## config.mk

```make
export PLATFORM = sky130hd
export DESIGN_NAME = lcd_hd44780_ctrl
export DESIGN_NICKNAME = d
export VERILOG_FILES = /design/src/rtl/lcd_pkg.sv /design/src/rtl/lcd_bus_writer.sv /design/src/rtl/lcd_hd44780_ctrl.sv
export SDC_FILE = /design/constraint.sdc
export NUM_CORES = 1
export LEC_CHECK = 0
export ABC_CLOCK_PERIOD_IN_PS = 2650
export CORE_MARGIN = 5
export CORE_UTILIZATION = 45
export CTS_CLUSTER_SIZE = 30
export DETAILED_ROUTE_END_ITERATION = 6
export GPL_TIMING_DRIVEN = 0
export HOLD_SLACK_MARGIN = 0.05
export PLACE_DENSITY = 0.63
export SYNTH_ARGS = -nofsm -noshare
export SYNTH_HDL_FRONTEND = slang
export SYNTH_SLANG_ARGS = --single-unit
```

## constraint.sdc

```tcl
create_clock -name clk -period 2.65 [get_ports clk]
set_input_delay 0.265 -clock clk [delete_from_list [all_inputs] [get_ports clk]]
set_output_delay 0.265 -clock clk [all_outputs]
set_load 0.005 [all_outputs]
```

## src/rtl/lcd_pkg.sv

```systemverilog
// rtl/lcd_pkg.sv - shared constants, state types and init ROM for the HD44780 controller
package lcd_pkg;

    localparam logic [7:0] FUNC_SET = 8'h38;
    localparam logic [7:0] DISP_ON  = 8'h0C;
    localparam logic [7:0] ENTRY    = 8'h06;
    localparam logic [7:0] CLEAR    = 8'h01;
    localparam logic [7:0] LINE1    = 8'h80;
    localparam logic [7:0] LINE2    = 8'hC0;

    typedef enum logic [2:0] {
        ST_PWR_WAIT,
        ST_INIT_SEQ,
        ST_IDLE,
        ST_WRITE,
        ST_WRAP
    } ctrl_state_t;

    typedef enum logic [1:0] {
        WR_IDLE,
        WR_SETUP,
        WR_EHIGH,
        WR_EXEC
    } wr_state_t;

    typedef enum logic [1:0] {
        WAIT_CMD,
        WAIT_INIT1,
        WAIT_CLR
    } wait_sel_t;

    typedef struct packed {
        logic [7:0] cmd;
        wait_sel_t  wait_sel;
    } init_entry_t;

    localparam int INIT_LEN = 7;

    localparam init_entry_t [0:INIT_LEN-1] INIT_ROM = '{
        '{FUNC_SET, WAIT_INIT1},
        '{FUNC_SET, WAIT_CMD},
        '{FUNC_SET, WAIT_CMD},
        '{FUNC_SET, WAIT_CMD},
        '{DISP_ON,  WAIT_CMD},
        '{ENTRY,    WAIT_CMD},
        '{CLEAR,    WAIT_CLR}
    };

    function automatic int max2(input int a, input int b);
        return (a > b) ? a : b;
    endfunction

endpackage

```

## src/rtl/lcd_bus_writer.sv

```systemverilog
// rtl/lcd_bus_writer.sv - one HD44780 bus write: setup, E pulse, execution wait
//
// Ports:
//   clk, reset   system clock, synchronous active-high reset
//   start        accepted only while idle; latches data/rs/wait_sel
//   data, rs     byte and register select for the write
//   wait_sel     which execution wait follows the E pulse
//   idle         writer can accept start this cycle
//   done         one-cycle pulse on the last execution-wait cycle
//   lcd_db/rs/e  registered panel bus outputs
module lcd_bus_writer
    import lcd_pkg::*;
#(
    parameter int T_SETUP = 2,
    parameter int T_E     = 12,
    parameter int T_CMD   = 2000,
    parameter int T_INIT1 = 205000,
    parameter int T_CLR   = 82000
)(
    input  logic       clk,
    input  logic       reset,
    input  logic       start,
    input  logic [7:0] data,
    input  logic       rs,
    input  wait_sel_t  wait_sel,
    output logic       idle,
    output logic       done,
    output logic [7:0] lcd_db,
    output logic       lcd_rs,
    output logic       lcd_e
);

    localparam int MAX_WAIT = max2(max2(T_SETUP, T_E), max2(T_CMD, max2(T_INIT1, T_CLR)));
    localparam int CW       = $clog2(MAX_WAIT + 1);

    localparam logic [CW-1:0] SETUP_LAST = CW'(T_SETUP - 1);
    localparam logic [CW-1:0] E_LAST     = CW'(T_E - 1);
    localparam logic [CW-1:0] CMD_LAST   = CW'(T_CMD - 1);
    localparam logic [CW-1:0] INIT1_LAST = CW'(T_INIT1 - 1);
    localparam logic [CW-1:0] CLR_LAST   = CW'(T_CLR - 1);

    wr_state_t     state, state_n;
    logic [CW-1:0] cnt, cnt_n;
    logic [7:0]    db_n;
    logic          rs_n, e_n;
    wait_sel_t     wsel, wsel_n;
    logic [CW-1:0] exec_last;

    always_comb begin
        exec_last = CMD_LAST;
        case (wsel)
            WAIT_INIT1: exec_last = INIT1_LAST;
            WAIT_CLR:   exec_last = CLR_LAST;
            default:    exec_last = CMD_LAST;
        endcase
    end

    always_ff @(posedge clk) begin
        if (reset) begin
            state  <= WR_IDLE;
            cnt    <= '0;
            lcd_db <= 8'h00;
            lcd_rs <= 1'b0;
            lcd_e  <= 1'b0;
            wsel   <= WAIT_CMD;
        end else begin
            state  <= state_n;
            cnt    <= cnt_n;
            lcd_db <= db_n;
            lcd_rs <= rs_n;
            lcd_e  <= e_n;
            wsel   <= wsel_n;
        end
    end

    // DB/RS are only loaded on start, so they stay stable through E high
    // and the execution wait.
    always_comb begin
        state_n = state;
        cnt_n   = cnt;
        db_n    = lcd_db;
        rs_n    = lcd_rs;
        e_n     = lcd_e;
        wsel_n  = wsel;
        done    = 1'b0;
        idle    = (state == WR_IDLE);
        case (state)
            WR_IDLE: begin
                if (start) begin
                    state_n = WR_SETUP;
                    cnt_n   = '0;
                    db_n    = data;
                    rs_n    = rs;
                    wsel_n  = wait_sel;
                    e_n     = 1'b0;
                end
            end
            WR_SETUP: begin
                if (cnt == SETUP_LAST) begin
                    state_n = WR_EHIGH;
                    cnt_n   = '0;
                    e_n     = 1'b1;
                end else begin
                    cnt_n = cnt + CW'(1);
                end
            end
            WR_EHIGH: begin
                if (cnt == E_LAST) begin
                    state_n = WR_EXEC;
                    cnt_n   = '0;
                    e_n     = 1'b0;
                end else begin
                    cnt_n = cnt + CW'(1);
                end
            end
            WR_EXEC: begin
                if (cnt == exec_last) begin
                    state_n = WR_IDLE;
                    cnt_n   = '0;
                    done    = 1'b1;
                end else begin
                    cnt_n = cnt + CW'(1);
                end
            end
            default: state_n = WR_IDLE;
        endcase
    end

endmodule

```

## src/rtl/lcd_hd44780_ctrl.sv

```systemverilog
// rtl/lcd_hd44780_ctrl.sv - HD44780 2x16 character LCD controller, 8-bit write-only bus
//
// Ports:
//   clk, reset      system clock, synchronous active-high reset
//   init            power-up wait counts only while high
//   enviar          rising edge requests a character write of info
//   limpiar         rising edge requests a display clear
//   info            character code, captured on the enviar rise
//   lcd_db/e/rs/rw  panel bus (rw tied low)
//   busy            low only when idle with nothing pending
module lcd_hd44780_ctrl
    import lcd_pkg::*;
#(
    parameter int T_PWR   = 750000,
    parameter int T_INIT1 = 205000,
    parameter int T_SETUP = 2,
    parameter int T_E     = 12,
    parameter int T_CMD   = 2000,
    parameter int T_CLR   = 82000,
    parameter int COLS    = 16
)(
    input  logic       clk,
    input  logic       reset,
    input  logic       init,
    input  logic       enviar,
    input  logic       limpiar,
    input  logic [7:0] info,
    output logic [7:0] lcd_db,
    output logic       lcd_e,
    output logic       lcd_rs,
    output logic       lcd_rw,
    output logic       busy
);

    localparam int PW  = $clog2(T_PWR + 1);
    localparam int CLW = $clog2(2 * COLS + 1);

    localparam logic [PW-1:0]  PWR_LAST  = PW'(T_PWR - 1);
    localparam logic [2:0]     INIT_LAST = 3'(INIT_LEN - 1);
    localparam logic [CLW-1:0] COL_LINE2 = CLW'(COLS);
    localparam logic [CLW-1:0] COL_END   = CLW'(2 * COLS);

    ctrl_state_t    state, state_n;
    logic [PW-1:0]  pwr_cnt, pwr_cnt_n;
    logic [2:0]     idx, idx_n;
    logic [CLW-1:0] col, col_n;
    logic           send_pend, clr_pend;
    logic [7:0]     data_q;
    logic           env_prev, lim_prev;
    logic           send_take, clr_take;

    logic           wr_start, wr_rs, wr_idle, wr_done;
    logic [7:0]     wr_data;
    wait_sel_t      wr_wsel;
    init_entry_t    rom_e;

    assign rom_e  = INIT_ROM[idx];
    assign lcd_rw = 1'b0;

    always_ff @(posedge clk) begin
        if (reset) begin
            state     <= ST_PWR_WAIT;
            pwr_cnt   <= '0;
            idx       <= '0;
            col       <= '0;
            send_pend <= 1'b0;
            clr_pend  <= 1'b0;
            data_q    <= 8'h00;
            env_prev  <= 1'b0;
            lim_prev  <= 1'b0;
        end else begin
            state    <= state_n;
            pwr_cnt  <= pwr_cnt_n;
            idx      <= idx_n;
            col      <= col_n;
            env_prev <= enviar;
            lim_prev <= limpiar;
            // One-deep latches: a rise arriving while the flag is set is lost,
            // and the captured byte is not overwritten.
            if (enviar && !env_prev && !send_pend) begin
                send_pend <= 1'b1;
                data_q    <= info;
            end else if (send_take) begin
                send_pend <= 1'b0;
            end
            if (limpiar && !lim_prev && !clr_pend) begin
                clr_pend <= 1'b1;
            end else if (clr_take) begin
                clr_pend <= 1'b0;
            end
        end
    end

    always_comb begin
        state_n   = state;
        pwr_cnt_n = pwr_cnt;
        idx_n     = idx;
        col_n     = col;
        wr_start  = 1'b0;
        wr_data   = 8'h00;
        wr_rs     = 1'b0;
        wr_wsel   = WAIT_CMD;
        send_take = 1'b0;
        clr_take  = 1'b0;
        busy      = 1'b1;
        case (state)
            ST_PWR_WAIT: begin
                if (init) begin
                    if (pwr_cnt == PWR_LAST) begin
                        state_n = ST_INIT_SEQ;
                        idx_n   = '0;
                    end else begin
                        pwr_cnt_n = pwr_cnt + PW'(1);
                    end
                end
            end
            ST_INIT_SEQ: begin
                // Writer is idle for exactly one cycle between ROM entries,
                // which is where the next entry gets launched.
                wr_start = wr_idle;
                wr_data  = rom_e.cmd;
                wr_wsel  = rom_e.wait_sel;
                if (wr_done) begin
                    if (idx == INIT_LAST) begin
                        state_n = ST_IDLE;
                        col_n   = '0;
                    end else begin
                        idx_n = idx + 3'd1;
                    end
                end
            end
            ST_IDLE: begin
                busy = send_pend || clr_pend;
                if (clr_pend) begin
                    wr_start = 1'b1;
                    wr_data  = CLEAR;
                    wr_wsel  = WAIT_CLR;
                    clr_take = 1'b1;
                    col_n    = '0;
                    state_n  = ST_WRITE;
                end else if (send_pend) begin
                    wr_start  = 1'b1;
                    wr_data   = data_q;
                    wr_rs     = 1'b1;
                    send_take = 1'b1;
                    col_n     = col + CLW'(1);
                    state_n   = ST_WRITE;
                end
            end
            ST_WRITE: begin
                if (wr_done) begin
                    if (col == COL_LINE2) begin
                        state_n = ST_WRAP;
                    end else if (col == COL_END) begin
                        state_n = ST_WRAP;
                        col_n   = '0;
                    end else begin
                        state_n = ST_IDLE;
                    end
                end
            end
            ST_WRAP: begin
                // col was zeroed on entry only when wrapping back to line 1.
                wr_start = wr_idle;
                wr_data  = (col == '0) ? LINE1 : LINE2;
                if (wr_done) begin
                    state_n = ST_IDLE;
                end
            end
            default: state_n = ST_PWR_WAIT;
        endcase
    end

    lcd_bus_writer #(
        .T_SETUP (T_SETUP),
        .T_E     (T_E),
        .T_CMD   (T_CMD),
        .T_INIT1 (T_INIT1),
        .T_CLR   (T_CLR)
    ) u_writer (
        .clk      (clk),
        .reset    (reset),
        .start    (wr_start),
        .data     (wr_data),
        .rs       (wr_rs),
        .wait_sel (wr_wsel),
        .idle     (wr_idle),
        .done     (wr_done),
        .lcd_db   (lcd_db),
        .lcd_rs   (lcd_rs),
        .lcd_e    (lcd_e)
    );

endmodule
```

* Yosys cells after proc, flatten, opt, wreduce, memory -nomap -nowiden *
Memory sizes are Yosys's and may differ from the RTL's.
Index checks and enable logic that the tools add are counted.

operators by class
  add/subtract/negate cells = 4
  magnitude comparators = 1
  eq/ne operators = 30
  mux-type cells = 61
  bitwise logic cells = 2
  reduce and logical (&&, ||, !) cells = 25

operators with widths
  cell                                                  number
  two-way mux 18 bit                                    4
  one-hot mux 18 bit (4 select lines)                   1
  two-way mux 3 bit                                     14
  two-way mux 6 bit                                     7
  one-hot mux 18 bit (2 select lines)                   1
  one-hot mux 8 bit (3 select lines)                    1
  adder 20 x 1 -> 20 bit, second input constant         1
  equality test 20 bit, second input constant           1
  two-way mux 10 bit                                    2
  adder 18 x 1 -> 18 bit, second input constant         1
  equality test 18 x 1 -> 1 bit, second input constant  1
  equality test 18 bit                                  1
  equality test 18 x 4 -> 1 bit, second input constant  1
  one-hot mux 6 bit (3 select lines)                    1
  two-way mux 1 bit                                     16
  two-way mux 8 bit                                     2
  one-hot mux 3 bit (5 select lines)                    1
  != test 2 x 1 -> 1 bit, second input constant         7
  AND reduction 7 bit                                   2
  != test 2 bit, second input constant                  6
  two-way mux 2 bit                                     5
  one-hot mux 2 bit (4 select lines)                    1
  AND reduction 4 bit                                   2
  two-way mux 7 bit                                     1
  29 further kinds                                      43

word-level totals
  flip-flop bits (word level) = 76
  memory bits (read-only) = 80
  input bits = 13
  output and inout bits = 12
  logic and storage cells = 139
  memories = 1

memory list
  name              depth  bits a word  rd ports  clocked after Yosys merged registers in  wr ports  line                    RTL
  (name not given)  8      10           1         0                                        0         lcd_hd44780_ctrl.sv:57  assign rom_e = INIT_ROM[idx];

* Longest topological paths before layout *
  depth after elaboration = 7
  mapped depth = 9
  depth with buffers taken out = 8

* Modules after synthesis *
From an unflattened synthesis, not the netlist that was laid out.

unflattened totals
  cell total of the unflattened synthesis = 514
  area total of the unflattened synthesis = 4366.7 sq um

by module, submodules not included
  module            times used  cells each  area each (sq um)  seq. area each (sq um)
  lcd_hd44780_ctrl  1           284         2446.1             880.8
  lcd_bus_writer    1           230         1920.6             640.6

* Least setup slack after synthesis *
No wires, ideal clock.

  path type = register to register
  start = register u_writer.state[0]
  end = register u_writer.cnt[10]
  library setup time = 0.115 ns
  data arrival time = 2.073 ns
  required time = 2.535 ns
  setup slack = 0.463 ns
  cell stages (with the launch flop) = 10
  buffers on the path = 1
  period minus slack after synthesis = 2.187 ns
  cells stage by stage = dfxtp_1 > inv_1 > ha_1 > a21boi_0 > o32a_1 > or3_1 > o21ba_2 > o21bai_2 > buf_4 > nor2_1

between the ends
  word-level cells in the longest chain between the ends = 3
  elaborated cells between the ends (all ways) = 7
  classes of those cells = eq/ne: 4; mux: 2; reduce/logical: 1

ends and longest elaborated chain
  element                             line                                        RTL
  from (decl)                         lcd_bus_writer.sv:42                        wr_state_t state, state_n;
  from (signal assigned)              lcd_bus_writer.sv:67                        state <= state_n;
  zero test 2 bit                     lcd_bus_writer.sv:86, lcd_bus_writer.sv:87
  one-hot mux 1 bit (2 select lines)  lcd_hd44780_ctrl.sv:106                     case (state)
  != test 2 x 1 -> 1 bit (no line)    n/a
  to (signal assigned)                lcd_bus_writer.sv:68                        cnt <= cnt_n;
  to (decl)                           lcd_bus_writer.sv:43                        logic [CW-1:0] cnt, cnt_n;

Several ways; a longest one is shown, not always the timed one.
A chain may end at the register's enable or synchronous reset.

* Final worst setup path *
  start = register u_writer.state[0]
  end = register u_writer.cnt[7]

Same word-level chain as after synthesis.

==> summary.log <==
INFO  clock_network  cts_made_buffers=9
INFO  worst_hold_path min_delay_path_depth=3
INFO  sta            setup_viol=0
INFO  logic_synthesis yosysUniqueCellTypes=61
INFO  detailed_routing detail_route.first_pass.iterations=4
INFO  job            maxcap_viol_count=0
INFO  detailed_routing detail-route-antenna-nets=0
INFO  worst_setup_path worstRegToRegCells=9
INFO  worst_setup_path cp_slowest_cell=sky130_fd_sc_hd__or3_1
INFO  sta            hold_viol=0
INFO  detailed_routing routedWlPerCell=14.2um
INFO  detailed_routing dr.first_iter.drc_count=84
INFO  global_route   first_global_vias=3143
INFO  finish         nets=527
INFO  global_route   grt_met3_usage=3.22%
INFO  worst_setup_path worst-endpoint-required=2910ps
INFO  sta            rsz0062_at_grt=false
INFO  placed_design  detailedPlacementHpwl=6250um
INFO  finish         seqCellArea=1520um^2
INFO  sta            finalMaxSlewViolations=0
INFO  clock_network  clock_insertion_delay_worst_skew=360ps
INFO  worst_setup_path critical_path_arrival=2700ps
INFO  worst_setup_path timing.critical_path.fanout_max=10
INFO  logic_synthesis count_of_mapped_cells_out_of_synthesis=465
INFO  logic_synthesis async_reset_ff_share=0%
INFO  global_route   grt_usage=17.6%
INFO  detailed_routing drt_wl_total=8660um
INFO  floorplan      die-width=103um
INFO  floorplan      floorplan.die_area=10700um^2
INFO  sta            worst_slew_margin_rel=53.7%
INFO  power_and_ir_drop ir_worst_vdd=0.000325V
INFO  worst_hold_path hp-start=init
INFO  logic_synthesis combinational_family_with_the_most_area_after_synthesis=simple AND/OR/NAND/NOR gates
INFO  worst_hold_path worst_hold_path.endpoint=pwr_cnt[1]
INFO  logic_synthesis yosys_register_bits=76
INFO  finish         layout.cell_area.non_filler=4490um^2
INFO  placed_design  gpl.final_weighted_congestion=0.820
INFO  clock_network  cts_tree=done
INFO  power_and_ir_drop post-layout-total-power=2390uW
INFO  global_route   largest_net_degree_at_the_start_of_global_routing=15
INFO  logic_synthesis fraction_of_the_mapped_netlist_area_in_compound_gates=13.1%
INFO  floorplan      initial_cell_density_of_the_core=45.7%
INFO  floorplan      coreArea=8590um^2
INFO  global_route   grt.met1_usage=25.6%
INFO  logic_synthesis ys_seq_area_share=38.7%
INFO  sta            final.min_clock_period=2440ps
INFO  logic_synthesis synth_warnings=0
INFO  global_route   antenna_violations_before_repair=0
INFO  clock_network  cts_hold_buffers=0
INFO  clock_network  clock_tree.htree_level_count=3
INFO  global_route   grt_first_pass_wirelength=15000um
INFO  sta            final_worst_path_period_share=92.0%
INFO  finish         antenna-diode-count=0
INFO  logic_synthesis synth-main-ff-cell=sky130_fd_sc_hd__dfxtp_1
INFO  worst_setup_path path_cells=inv_1 > ha_1 > a21boi_0 > o32a_1 > or3_1 > o21ba_2 > o21bai_2 > buf_4 > nor2_1
INFO  power_and_ir_drop power_density=533nW/um^2
INFO  sta            tightestPinTransition=690ps
INFO  worst_setup_path endpoint_kind=flop
INFO  worst_setup_path regToRegStartpoint=u_writer.state[0]
INFO  finish         multi_input_comb_area=2260um^2
INFO  worst_setup_path crit-reg2reg-capture=u_writer.cnt[7]
INFO  floorplan      fp.dieH=103um
INFO  finish         fillcell_total=819
INFO  logic_synthesis mappedNetlistNets=495
INFO  logic_synthesis syn-mean-instance-area=8.45um^2
INFO  logic_synthesis synthesis.area=3930um^2
INFO  global_route   busiest_layer=met2
INFO  clock_network  cts_setup_buffers=0
INFO  logic_synthesis synth_edf_count=0
INFO  finish         layout-drive-gt1-share=6.97%
INFO  worst_setup_path r2r_slack=210ps
INFO  detailed_routing viasPerCell=5.39
INFO  detailed_routing detail_route.drc_violations=0
INFO  logic_synthesis synth_mux_area_share=2.80%
INFO  worst_setup_path worst_path_largest_cell_delay=420ps
INFO  sta            hold-worst-slack=350ps
INFO  clock_network  clk_pin_slew=80ps
INFO  outcome        outcome=complete, no violations
INFO  clock_network  numClockSinks=76
INFO  finish         syn2layout_area_growth=14.3%
INFO  clock_network  clock_tree.buffer_depth=2
INFO  worst_setup_path critPathKind=flop to flop
INFO  global_route   global_route.overflow_total=0
INFO  worst_setup_path critical_path.startpoint_type=flop
INFO  floorplan      std_cell_rows=34
INFO  global_route   grt.met2_usage=26.7%
INFO  placed_design  port-buffer-count=21
INFO  worst_hold_path hold_class=primary input to flop
INFO  power_and_ir_drop leakage=0.00159uW
INFO  logic_synthesis synth-adder-area-share=5.41%
INFO  logic_synthesis yosys.area_share.xor_xnor=7.36%
INFO  sta            tns=0ps
INFO  logic_synthesis area_share_of_and_or_nand_nor_cells_after_synthesis=28.6%
INFO  floorplan      boundary_pin_count=25
INFO  sta            fmaxAchievable=410MHz
INFO  clock_network  root_buffer=sky130_fd_sc_hd__clkbuf_8
INFO  sta            final.setup_skew=12.2ps
INFO  detailed_routing vias=3285
INFO  placed_design  post_dp_cell_area=4270um^2
==> state kept, by name, summed over array words and instances, names as in the netlist <==
| signal | cells |
|---|---|
| clr_pend | 1 |
| col | 6 |
| data_q | 8 |
| env_prev | 1 |
| idx | 3 |
| lim_prev | 1 |
| pwr_cnt | 20 |
| send_pend | 1 |
| state | 3 |
| u_writer.cnt | 18 |
| u_writer.lcd_db | 8 |
| u_writer.lcd_e | 1 |
| u_writer.lcd_rs | 1 |
| u_writer.state | 2 |
| u_writer.wsel | 2 |
==> layer usage <==
layer | routed length [um] | vias up | part of all wire [%]
met5 | 0 | - | 0
met3 | 351 | 7 | 4.1
met4 | 106 | 0 | 1.2
met2 | 3720 | 38 | 43
li1 | - | 1705 | -
met1 | 4480 | 1535 | 52
==> where the power goes <==
group | switching, uW | leakage, uW | internal [uW]
Sequential | 31.6 | 0.000615 | 1170
Combinational | 148 | 0.000868 | 105
Clock | 466 | 0.000107 | 469
==> cells in the mapped netlist (2+ instances only) <==
library cell	count	area [um^2]
sky130_fd_sc_hd__or3_1	10	62.6
sky130_fd_sc_hd__a21oi_1	20	100
sky130_fd_sc_hd__clkbuf_1	13	48.8
sky130_fd_sc_hd__or4_1	2	15.0
sky130_fd_sc_hd__a32oi_1	3	26.3
sky130_fd_sc_hd__nand2b_1	4	25.0
sky130_fd_sc_hd__nor3b_1	7	52.6
sky130_fd_sc_hd__xor2_1	18	158
sky130_fd_sc_hd__o21ai_0	6	30.0
sky130_fd_sc_hd__xnor2_1	15	131
sky130_fd_sc_hd__nor4_1	2	12.5
sky130_fd_sc_hd__o22ai_1	2	12.5
sky130_fd_sc_hd__nand3_1	18	90.1
sky130_fd_sc_hd__a211oi_1	11	82.6
sky130_fd_sc_hd__and3b_1	2	17.5
sky130_fd_sc_hd__a41oi_1	2	17.5
sky130_fd_sc_hd__buf_2	3	15.0
sky130_fd_sc_hd__nor3_1	21	105
sky130_fd_sc_hd__a211o_1	3	26.3
sky130_fd_sc_hd__buf_1	2	7.51
sky130_fd_sc_hd__mux2i_1	11	110
sky130_fd_sc_hd__nor4bb_1	2	20.0
sky130_fd_sc_hd__dfxtp_1	76	1520
sky130_fd_sc_hd__inv_1	18	67.6
sky130_fd_sc_hd__a22oi_1	3	22.5
sky130_fd_sc_hd__buf_4	2	15.0
sky130_fd_sc_hd__a221oi_1	2	17.5
sky130_fd_sc_hd__nor2_1	75	282
sky130_fd_sc_hd__nand4_1	9	56.3
sky130_fd_sc_hd__a31oi_1	7	43.8
sky130_fd_sc_hd__nand2_1	33	124
sky130_fd_sc_hd__nor2b_1	6	37.5
sky130_fd_sc_hd__and3_1	9	56.3
sky130_fd_sc_hd__ha_1	17	213
sky130_fd_sc_hd__and4_1	5	43.8
==> cells by family (layout without fill, tap and decap cells) <==
logic type      after synthesis  after routing
fa+ha+maj                    17             17
flops                        76             76
other cells                   1              1
compound gates               73             73
simple gates                216            216
xor+xnor                     33             33
mux                          11             11
buf+inv                      38             75
==> cell usage in the layout (no fill, tap or decap), drive strengths merged, types with 6 or more instances in the layout <==
cell type	count
or3	10
xor2	18
inv	20
nor3b	7
a31oi	7
o21ai	6
buf	7
a21oi	20
mux2i	11
dfxtp	76
clkbuf	23
nor2b	6
nand2	33
xnor2	15
nor2	75
nor3	21
a211oi	12
ha	17
nand3	18
nand4	10
and3	10
clkdlybuf4s50	21
==> through the flow <==
stage / cells / worst slack, ps / util (%)
floorplan: 465 / 463 / -
global placement: 594 / 251 / 49.7
detailed placement: 594 / 218 / 49.7
CTS: 610 / 175 / 52.2
global route: 610 / 56.6 / 52.3
finish: 610 / 212 / 52.3
==> worst max-delay path by stage <==
stage                            from                to  slack (ps)  cells past startpoint
global placement           pwr_cnt[0]       pwr_cnt[10]         250                      7
CTS                          state[0]              busy         170                      6
global route        u_writer.state[0]   u_writer.cnt[7]          60                      9
detailed placement         pwr_cnt[0]       pwr_cnt[18]         220                      7
finish              u_writer.state[0]   u_writer.cnt[7]         210                      9
floorplan           u_writer.state[0]  u_writer.cnt[10]         460                      9
==> area by class of cell <==
type	instances	share of cell area, %
multi-input combinational	351	50.4
sequential	76	33.9
timing repair buffer	21	4.68
clock buffer	10	3.06
tap	108	3.01
buffer	20	1.92
clock inverter	6	1.56
inverter	18	1.50
==> worst max-delay path: cells and delay by family (launching register included) <==
kind | cells | cell delay (ps)
compound gates | 4 | 850
simple gates | 2 | 480
flops | 1 | 410
buf+inv | 2 | 330
fa+ha+maj | 1 | 250
==> what timing repair did <==
action / in CTS / in global routing
gates resized for setup: 0 / 2
hold endpoints to repair: 0 / 0
setup endpoints to repair: 0 / 8
Note: power is estimated with default switching activity, not from simulation.
